===== config.mk =====
export PLATFORM = sky130hd
export DESIGN_NAME = ysyx_25020047_ifu
export DESIGN_NICKNAME = d
export VERILOG_FILES = /design/src/rtl/ysyx_25020047_ifu.sv
export SDC_FILE = /design/constraint.sdc
export NUM_CORES = 1
export LEC_CHECK = 0
export BUFFER_PORTS_ARGS = -buffer_cell sky130_fd_sc_hd__buf_4
export CAP_MARGIN = 20
export CORE_MARGIN = 2
export CORE_UTILIZATION = 51
export CTS_CLUSTER_DIAMETER = 120
export DETAILED_ROUTE_END_ITERATION = 12
export HOLD_SLACK_MARGIN = 0.15
export PLACE_DENSITY = 0.79
export SLEW_MARGIN = 20
export SYNTH_ARGS = -nofsm -noshare
export SYNTH_HDL_FRONTEND = slang
export SYNTH_SLANG_ARGS = --single-unit

===== constraint.sdc =====
create_clock -name clk -period 3 [get_ports clk]
set_clock_uncertainty 0.2 [all_clocks]
set_input_delay 0.6 -clock clk [delete_from_list [all_inputs] [get_ports clk]]
set_output_delay 0.6 -clock clk [all_outputs]
set_load 0.02 [all_outputs]

===== src/rtl/ysyx_25020047_ifu.sv =====
// Instruction fetch unit: one outstanding imem read at a time, redirect handling
// with in-flight response discard, and a sticky halt on a misaligned redirect.
module ysyx_25020047_ifu #(
   parameter logic [31:0] RESET_PC = 32'h8000_0000
) (
   input  logic        clk,
   input  logic        rst,
   input  logic        redirect_valid,
   input  logic [31:0] redirect_pc,
   output logic        imem_req_valid,
   input  logic        imem_req_ready,
   output logic [31:0] imem_req_addr,
   input  logic        imem_resp_valid,
   input  logic [31:0] imem_resp_data,
   output logic        inst_valid,
   input  logic        inst_ready,
   output logic [31:0] inst,
   output logic [31:0] pc,
   output logic [31:0] snpc,
   output logic        fetch_err
);

   typedef enum logic [2:0] {IDLE, REQ, WAIT, HOLD, HALT} state_t;

   state_t      state, state_n;
   logic [31:0] fetch_pc, fetch_pc_n;
   logic        discard, discard_n;
   logic        fetch_err_n;
   logic        capture;

   always_comb begin
      state_n     = state;
      fetch_pc_n  = fetch_pc;
      discard_n   = discard;
      fetch_err_n = fetch_err;
      capture     = 1'b0;

      case (state)
         IDLE: state_n = REQ;
         REQ:  if (imem_req_ready) state_n = WAIT;
         WAIT: begin
            if (imem_resp_valid) begin
               if (discard) begin
                  discard_n = 1'b0;
                  state_n   = REQ;
               end else begin
                  capture    = 1'b1;
                  fetch_pc_n = fetch_pc + 32'd4;
                  state_n    = HOLD;
               end
            end
         end
         HOLD: if (inst_ready) state_n = REQ;
         HALT: ;
         default: state_n = IDLE;
      endcase

      // A redirect overrides whatever the normal flow decided above.
      if (redirect_valid && state != HALT) begin
         capture = 1'b0;
         if (redirect_pc[1:0] != 2'b00) begin
            state_n     = HALT;
            fetch_err_n = 1'b1;
            discard_n   = 1'b0;
            fetch_pc_n  = fetch_pc;
         end else begin
            fetch_pc_n = redirect_pc;
            case (state)
               REQ:  if (imem_req_ready) discard_n = 1'b1;
               WAIT: begin
                  if (imem_resp_valid) begin
                     discard_n = 1'b0;
                     state_n   = REQ;
                  end else begin
                     discard_n = 1'b1;
                  end
               end
               HOLD: state_n = REQ;
               default: ;
            endcase
         end
      end
   end

   // Outputs are registered copies of the next-state decisions.
   always_ff @(posedge clk or negedge rst) begin
      if (!rst) begin
         state          <= IDLE;
         fetch_pc       <= RESET_PC;
         discard        <= 1'b0;
         fetch_err      <= 1'b0;
         imem_req_valid <= 1'b0;
         imem_req_addr  <= RESET_PC;
         inst_valid     <= 1'b0;
         inst           <= 32'h0000_0013;
         pc             <= RESET_PC;
         snpc           <= RESET_PC + 32'd4;
      end else begin
         state          <= state_n;
         fetch_pc       <= fetch_pc_n;
         discard        <= discard_n;
         fetch_err      <= fetch_err_n;
         imem_req_valid <= (state_n == REQ);
         imem_req_addr  <= fetch_pc_n;
         inst_valid     <= (state_n == HOLD);
         if (capture) begin
            inst <= imem_resp_data;
            pc   <= fetch_pc;
            snpc <= fetch_pc_n;
         end
      end
   end

endmodule


==> metrics, run 1 <==
synth unique cells 57; Yosys reg bits 135; Cell Pwr Density 755 nW/µm²; fmax 342 MHz; Synth Area in Adders 0.200%; Vias per Instance 5.64; CTS tree done; initial core utilization 52.2%; DRT iter0 DRCs 543; IO buf count 200; final worst setup slack 0.0761 ns; synth warn 0; die height 115 µm; n_diodes 0; critical path startpoint category register; clock sink total 135; pre-CTS setup slack 0.0955 ns; Worst Hold Class in2reg; CTS max path bufs 2; max_cap viols 0; Vias 6013; io pins 201; relative max-transition margin 34.2%; H-tree depth 4; post-route cell area 8590 µm²; Most used DFF post-synth dfrtp_1; fin crit period 2.92 ns; total CTS buffers 17; placed instance area 7980 µm²; syn_nets 785; die area 13200 µm²; CP Capture Type register; Crit Path Max Fanout 6; first-pass GRT wire length 29400 µm; hold wc startpoint imem_resp_data[18]; Residual DRC 0; Crit path buffers/inverters 1; fin. max-slew vios 0; dpl hpwl 12800 µm; CTS clk-pin slew, worst paths 0.06 ns; antenna viol nets, final 0; Crit path required time 3.12 ns; total gr overflow 0; RSZ-0062 raised after global routing no; Leak Pwr 4.41 nW; top area cells in the synthesized netlist dfrtp_1, nand2_1, o21ai_0; largest net degree at the start of global routing 132; share of cells above drive strength 1 30.0%; Pre-antenna DRT Iters 5; Worst R2R Start state[1]$_DFF_PN0_; final hold violation count 0; critical path class reg2reg; Post-Synth Simple-Gate Area 26.5%; CP cell instances or3b_1 -> or4_1 -> buf_4 -> o41ai_1 -> a21oi_1 -> a211oi_1; register area share after synthesis 54.0%; largest area contributor in the synthesized netlist dfrtp_1; CP top delay family simple AND/OR/NAND/NOR gates; Area Overhead vs Synth 37.0%; endpoints failing setup 0; maximum VDD drop 0.452 mV; total global-route track usage 28.7%; later-pin clock latency in the skew report 0.42 ns; row cnt 40; gpl congestion 0.907; # nets final 977; Clock Tree Root clkbuf_16; start point of the critical path state[1]$_DFF_PN0_; Worst path slowest cell or4_1; Tcrit/Tclk final 97.5%; Post-Route WL 18700 µm; Mapped Avg Cell Area 8.78 µm²; Post-Synth XOR/XNOR Area 3.07%; Post-CTS Setup Bufs 0; vias in the first global route 5791; core area 12000 µm²; drt wl/cell 17.6 µm; initial antenna violation count 0; Least-Margin Pin Slew 0.984 ns; cell count after synthesis 714; post-synthesis mux area share 0.659%; share of flip-flops with an asynchronous set or reset 100%; Worst EP arrival 3.05 ns; Crit path largest cell delay 0.70 ns; status finished clean; largest family of logic cells by synthesized area simple AND/OR/NAND/NOR gates; Setup TNS Final 0 ns; Synth Area in Compound Gates 11.7%; EDFF count, synth 0; Syn Std Cell Area 6270 µm²; die width 115 µm; area share of the largest cell type after synthesis 51.1%
==> synthesized netlist by cell type (2+ instances only) <==
library cell    n
o211ai_1        3
o311a_1         2
a211o_1         2
or4_1           3
o22ai_1         6
or4_4           2
and3_1          7
or2_2           3
nor4_1         11
a21o_1          7
o21a_1          5
a21oi_1        17
nor3_1         18
buf_2           2
clkbuf_1       50
and2_1          9
xor2_1         10
a31oi_1         5
or3b_1          2
inv_1          11
nand2_1       244
nor2_1         26
nand4_1         7
o41ai_1         2
o21ai_0        47
a211oi_1        3
a22oi_1         2
dfstp_2         7
or3_1           5
mux2i_1         3
nor3b_1         2
xnor2_1        12
o311ai_0        4
nand2b_1        3
and4_1          3
dfrtp_1       128
nor2b_1         2
nand3_1        19
a221o_1         2
==> path summary, 6_finish.rpt <==
check                           cells past startpoint  slack [ns]                     end
max in group asynchronous                           3        1.24     inst[1]$_DFFE_PN1P_
worst min-delay path                                3        0.17    inst[18]$_DFFE_PN0P_
worst max register to register                      6        0.08  fetch_pc[21]$_DFF_PN0_
worst min register to register                      2        0.26    snpc[31]$_DFFE_PN1P_
worst max-delay path                                6        0.08  fetch_pc[21]$_DFF_PN0_
min in group asynchronous                           2        0.51    inst_valid$_DFF_PN0_
==> stage by stage <==
step	cells	util [%]	hold slack, ns	power (mW)
2_1_floorplan	714	-	0.104	3.53
5_1_grt	1066	71.5	0.169	6.77
4_1_cts	1066	71.4	0.160	6.47
3_5_place_dp	1033	66.4	0.252	4.41
3_3_place_gp	1033	66.4	0.248	4.35
6_report	1066	71.5	0.168	6.48
==> power by group <==
group	switching [mW]	internal, mW
Sequential	0.396	2.11
Combinational	1.11	0.810
Clock	0.752	1.30
Total	2.26	4.22
==> state kept, by name, summed over array words and instances, names as in the netlist <==
| name | count |
|---|---|
| fetch_pc | 32 |
| snpc | 32 |
| inst | 32 |
| fetch_err | 1 |
| discard | 1 |
| state | 3 |
| imem_req_valid | 1 |
| pc | 32 |
| inst_valid | 1 |
==> area by class of cell <==
class	count	area, µm²
inverter	11	41.3
sequential	135	3390
tap	147	184
clock buffer	23	488
timing repair buffer	226	1730
multi-input combinational	515	2660
fill	925	3430
clock inverter	9	97.6
==> cells in the final DEF (no fill, tap or decap), drive strengths merged, types with 3 or more instances in the layout <==
master  Yosys  routed
a21o        7       7
clkbuf     50      23
a211oi      3       3
and2        9       9
xor2       10      10
or2         3       3
and4        3       3
a31oi       5       5
or3b        3       3
nand2     244     244
nor4       12      12
nand3      19      19
or4         5       5
or3         5       5
o21a        5       5
dfstp       7       7
clkinv      0       6
buf         3     225
nand2b      3       3
o311ai      4       4
and3        7       7
nor3       18      18
a21oi      17      17
dfrtp     128     128
nand4       7       7
inv        11      11
o211ai      3       3
o22ai       6       6
xnor2      12      12
mux2i       3       3
o21ai      47      47
nor2       26      26
==> worst min-delay path, cell delays in order <==
cell and delay, ns:
buf_4 0.08, nand2_1 0.04, nand2_1 0.04
==> timing repair <==
action / in CTS / in global routing
hold buffers: 1 / 0
endpoints found under the hold margin: 56 / 0
resized for setup: 0 / 2
endpoints found under the setup margin: 0 / 4
==> cell families after synthesis <==
logic type                 count (synthesis)
muxes                                      4
AOI/OAI and AO/OA                        116
adders and majority gates                  1
xor gates and xnor gates                  22
DFF                                      135
buffers and inverters                     64
and+or+nand+nor                          372
==> per-layer routing <==
metal / global-route usage (%) / part of all wire, %
met1: 36.8 / 41
met2: 47.7 / 50
met3: 5.85 / 6.8
met4: 12.3 / 2.5
met5: 0 / 0
No activity file was read; power rests on OpenSTA's default activity.
==> run 2, diff against run 1 <==
--- a/config.mk
+++ b/config.mk
@@ -8,11 +8,12 @@
 export BUFFER_PORTS_ARGS = -buffer_cell sky130_fd_sc_hd__buf_4
 export CAP_MARGIN = 20
 export CORE_MARGIN = 2
-export CORE_UTILIZATION = 51
+export CORE_UTILIZATION = 55
 export CTS_CLUSTER_DIAMETER = 120
 export DETAILED_ROUTE_END_ITERATION = 12
 export HOLD_SLACK_MARGIN = 0.15
-export PLACE_DENSITY = 0.79
+export PLACE_DENSITY = 0.84
+export SETUP_SLACK_MARGIN = 0.1
 export SLEW_MARGIN = 20
 export SYNTH_ARGS = -nofsm -noshare
 export SYNTH_HDL_FRONTEND = slang
==> constraint.sdc (replaced) <==
create_clock -name clk -period 3.4 [get_ports clk]
set_clock_uncertainty 0.2 [all_clocks]
set_input_delay 0.68 -clock clk [delete_from_list [all_inputs] [get_ports clk]]
set_output_delay 0.68 -clock clk [all_outputs]
set_load 0.02 [all_outputs]
==> metrics, run 2 (synthesized netlist as in run 1, its figures left out) <==
Worst R2R Start state[0]$_DFF_PN0_; IO buf count 200; endpoint of the worst hold path inst[3]$_DFFE_PN0P_; endpoints failing setup 0; final std cells w/o fill 1047; die width 111 µm; grt met1 use 37.6%; fin. max-slew vios 0; Setup TNS Final 0 ns; share of cells above drive strength 1 29.1%; first-pass GRT wire length 29500 µm; most frequent cells in the layout nand2_1, buf_4, dfrtp_1; later-pin clock latency in the skew report 0.42 ns; Cell Pwr Density 672 nW/µm²; Residual DRC 0; gpl congestion 0.897; drt wl/cell 17.4 µm; fill count 762; CTS tree done; DRT iter0 DRCs 542; met2 Usage GRT 50.8%; CTS clk-pin slew, worst paths 0.06 ns; io pins 201; Min Hold Slack 0.245 ns; antenna viol nets, final 0; Area Overhead vs Synth 35.1%; commonest non-fill, non-tap cell in the layout nand2_1; clock sink total 135; GR Util met3 7.11%; Inst Count DP 1014; relative max-transition margin 28.2%; r2r endpoint snpc[29]$_DFFE_PN0P_; CP Capture Type register; Post-Route WL 18200 µm; Pre-antenna DRT Iters 5; critical path startpoint category register; Multi-input gate area 2650 µm²; die height 111 µm; fin crit period 3.02 ns; FF+latch area 3390 µm²; die area 12300 µm²; total CTS buffers 17; Tcrit/Tclk final 89.0%; n_diodes 0; largest net degree at the start of global routing 97; Least-Margin Pin Slew 1.08 ns; final hold violation count 0; dpl hpwl 12600 µm; initial antenna violation count 0; FF-to-FF setup slack 0.38 ns; worst reg2reg path depth 5; Crit path required time 3.54 ns; Clock Tree Root clkbuf_16; row cnt 38; Vias 6000; Crit Path Max Fanout 10; max_cap viols 0; core area 11000 µm²; vias in the first global route 5868; Vias per Instance 5.73; Leak Pwr 4.34 nW; global routing's busiest layer met2; RSZ-0062 raised after global routing no; CTS max path bufs 2; critical path class reg2reg; # nets final 965; initial core utilization 57.1%; H-tree depth 4; status finished clean; Worst Hold Class in2reg; cell depth of the worst hold path 3; Worst EP arrival 3.16 ns; hold wc startpoint imem_resp_data[3]; total gr overflow 0; total global-route track usage 30.0%; fmax 331 MHz; maximum VDD drop 0.451 mV
## run 2: report_power, final
part / switching, mW / internal, mW
clock: 0.688 / 1.18
sequential: 0.430 / 1.86
combinational: 0.868 / 0.662
## run 2: final cells by class
type                    count  share of cell area (%)
well taps                 140                    2.07
clock buffers              19                    5.35
repair buffers            214                    19.0
flip-flops and latches    135                    40.0
multi-input cells         515                    31.3
inverters                  11                   0.487
clock inverters            13                    1.82
## run 2: how the worst max path moves through the flow
stage / start / to / slack, ns
after detailed placement: imem_resp_valid / snpc[29]$_DFFE_PN0P_ / 0.39
after CTS: state[0]$_DFF_PN0_ / snpc[29]$_DFFE_PN0P_ / 0.40
after global routing: state[0]$_DFF_PN0_ / snpc[29]$_DFFE_PN0P_ / 0.31
final: state[0]$_DFF_PN0_ / snpc[29]$_DFFE_PN0P_ / 0.38
after floorplan: imem_resp_valid / snpc[29]$_DFFE_PN0P_ / 0.56
after global placement: imem_resp_valid / snpc[29]$_DFFE_PN0P_ / 0.48
## run 2: stage by stage
step	util, %	power (mW)	setup WS (ns)	area (µm²)
4_1_cts	77.1	5.70	0.402	8470
6_report	77.1	5.69	0.376	8470
3_5_place_dp	71.5	3.81	0.393	7860
2_1_floorplan	-	3.11	0.559	6270
3_3_place_gp	71.5	3.76	0.483	7860
5_1_grt	77.1	5.95	0.311	8470
## run 2: per-layer routing
metal / wire (µm) / vias to the layer above
met5: 0 / -
met4: 304 / 0
met3: 1530 / 27
met2: 9340 / 300
met1: 7070 / 2905
li1: - / 2768
## run 2: critical path, stage by stage (launching register included)
cell and delay, ns:
dfrtp_1 0.45, or3b_1 0.41, or4_1 0.75, or4_4 0.61, or3_1 0.33, a31oi_1 0.19
## run 2: timing repair
action | in CTS | in global routing
gates resized for setup | 0 | 0
hold buffers | 1 | 0
hold endpoints to repair | 65 | 0
setup buffers | 0 | 0
endpoints found under the setup margin | 0 | 0
==> run 3, diff against run 2 <==
--- a/config.mk
+++ b/config.mk
@@ -5,6 +5,7 @@
 export SDC_FILE = /design/constraint.sdc
 export NUM_CORES = 1
 export LEC_CHECK = 0
+export ABC_AREA = 1
 export BUFFER_PORTS_ARGS = -buffer_cell sky130_fd_sc_hd__buf_4
 export CAP_MARGIN = 20
 export CORE_MARGIN = 2
==> metrics, run 3 <==
commonest non-fill, non-tap cell in the layout nand2_1; Worst Hold Class in2reg; synth warn 0; Crit Path Max Fanout 45; final worst setup slack 0.872 ns; Vias 6095; total CTS buffers 17; Mapped Avg Cell Area 8.10 µm²; post-synthesis mux area share 0%; initial core utilization 56.2%; dpl hpwl 12000 µm; die height 112 µm; total global-route track usage 28.2%; maximum VDD drop 0.517 mV; share of cells above drive strength 1 27.9%; max_cap viols 0; drt wl/cell 15.1 µm; gpl congestion 0.894; Clock Tree Root clkbuf_16; Post-CTS Setup Bufs 0; CP top delay family simple AND/OR/NAND/NOR gates; Stages on worst setup path 7; post-route cell area 8590 µm²; Vias per Instance 5.35; fin. max-slew vios 0; later-pin clock latency in the skew report 0.42 ns; antenna viol nets, final 0; critical path startpoint category register; Residual DRC 0; Post-Synth Simple-Gate Area 31.7%; status finished clean; vias in the first global route 5663; Crit path required time 3.53 ns; Inst Count DP 1106; largest net degree at the start of global routing 106; Yosys reg bits 135; top area cells in the synthesized netlist dfrtp_1, nand2_1, nand3_1; Post-Route WL 17200 µm; start point of the critical path state[0]$_DFF_PN0_; area share of the largest cell type after synthesis 50.1%; Least-Margin Pin Slew 0.775 ns; syn_nets 860; largest family of logic cells by synthesized area simple AND/OR/NAND/NOR gates; RSZ-0062 raised after global routing no; CP cell instances inv_2 -> nand3_1 -> nand2_4 -> nand2_4 -> inv_2 -> nand2_1 -> o2111ai_1; core area 11400 µm²; CTS tree done; Most used DFF post-synth dfrtp_1; die width 112 µm; synth cell count leaders nand2_1, dfrtp_1, nor2_1; EDFF count, synth 0; DRT iter0 DRCs 498; share of flip-flops with an asynchronous set or reset 100%; cell count after synthesis 789; Worst EP arrival 2.66 ns; placed instance area 7950 µm²; Min Hold Slack 0.253 ns; final std cells w/o fill 1139; Worst R2R Start state[0]$_DFF_PN0_; Worst path slowest cell inv_2; fin crit period 2.53 ns; Cell Pwr Density 871 nW/µm²; CTS clk-pin slew, worst paths 0.06 ns; worst reg2reg path depth 7; CP Capture Type register; io pins 201; n_diodes 0; Layout Utilization 75.6%; critical path class reg2reg; Pre-antenna DRT Iters 6; Area Overhead vs Synth 34.4%; cell depth of the worst hold path 3; most frequent cells in the layout nand2_1, buf_4, dfrtp_1; row cnt 39; Resize count post-CTS 0; count leader, synth nand2_1; total gr overflow 0; Synth Area in Adders 0.196%; initial antenna violation count 0; Crit path buffers/inverters 2; hold wc startpoint imem_resp_data[31]; pre-CTS setup slack 0.780 ns; Post-Synth XOR/XNOR Area 0%; first-pass GRT wire length 28000 µm; die area 12500 µm²; final hold violation count 0; Syn Std Cell Area 6390 µm²; Tcrit/Tclk final 74.3%; Setup TNS Final 0 ns; fmax 396 MHz; relative max-transition margin 48.3%; Crit path largest cell delay 0.63 ns; endpoints failing setup 0; Leak Pwr 4.51 nW; H-tree depth 4; # nets final 1054; largest area contributor in the synthesized netlist dfrtp_1; PnR Total Power 7.49 mW; Synth Area in Compound Gates 8.26%; clock sink total 135; synth unique cells 34; CTS max path bufs 2; register area share after synthesis 53.0%; IO buf count 200; hold_buf cts 1
## run 3: worst paths after layout
kind                       slack [ns]                     to
max                              0.87  fetch_pc[3]$_DFF_PN0_
min                              0.25   inst[31]$_DFFE_PN0P_
max reg2reg                      0.87  fetch_pc[3]$_DFF_PN0_
min reg2reg                      0.27    snpc[2]$_DFFE_PN1P_
max in group asynchronous        1.61   inst[14]$_DFFE_PN0P_
min in group asynchronous        0.69    snpc[6]$_DFFE_PN0P_
## run 3: final cells by class
cell class                 count  area, µm²
clock inverter                12        175
fill                         880       2780
tap                          143        179
inverter                      63        236
clock buffer                  20        457
timing repair buffer         209       1590
multi-input combinational    557       2570
sequential                   135       3390
## run 3: logic make-up (layout without fill, tap and decap cells)
family,count (synthesis),count (layout)
and+or+nand+nor,456,456
DFF,135,135
AOI/OAI and AO/OA,100,100
buffers and inverters,97,304
adders and majority gates,1,1
## run 3: metal layers
metal  global-route usage, %  up-vias  share of wire (%)
met5                       0        -                  0
met4                    11.7        0                2.6
met3                    7.78       36                8.2
met2                    42.2      272                 45
met1                    39.1     2818                 44
li1                        -     2969                  -
## run 3: worst register-to-register path, delay by kind of cell, from the launching register on
family                 cells  cell delay [ns]
and+or+nand+nor            4             0.99
AOI/OAI and AO/OA          1             0.12
buffers and inverters      2             0.74
DFF                        1             0.40
## run 3: power by group
group | internal (mW) | switching, mW
clock network | 1.26 | 0.700
logic | 1.12 | 1.73
registers | 2.18 | 0.488
total | 4.57 | 2.92
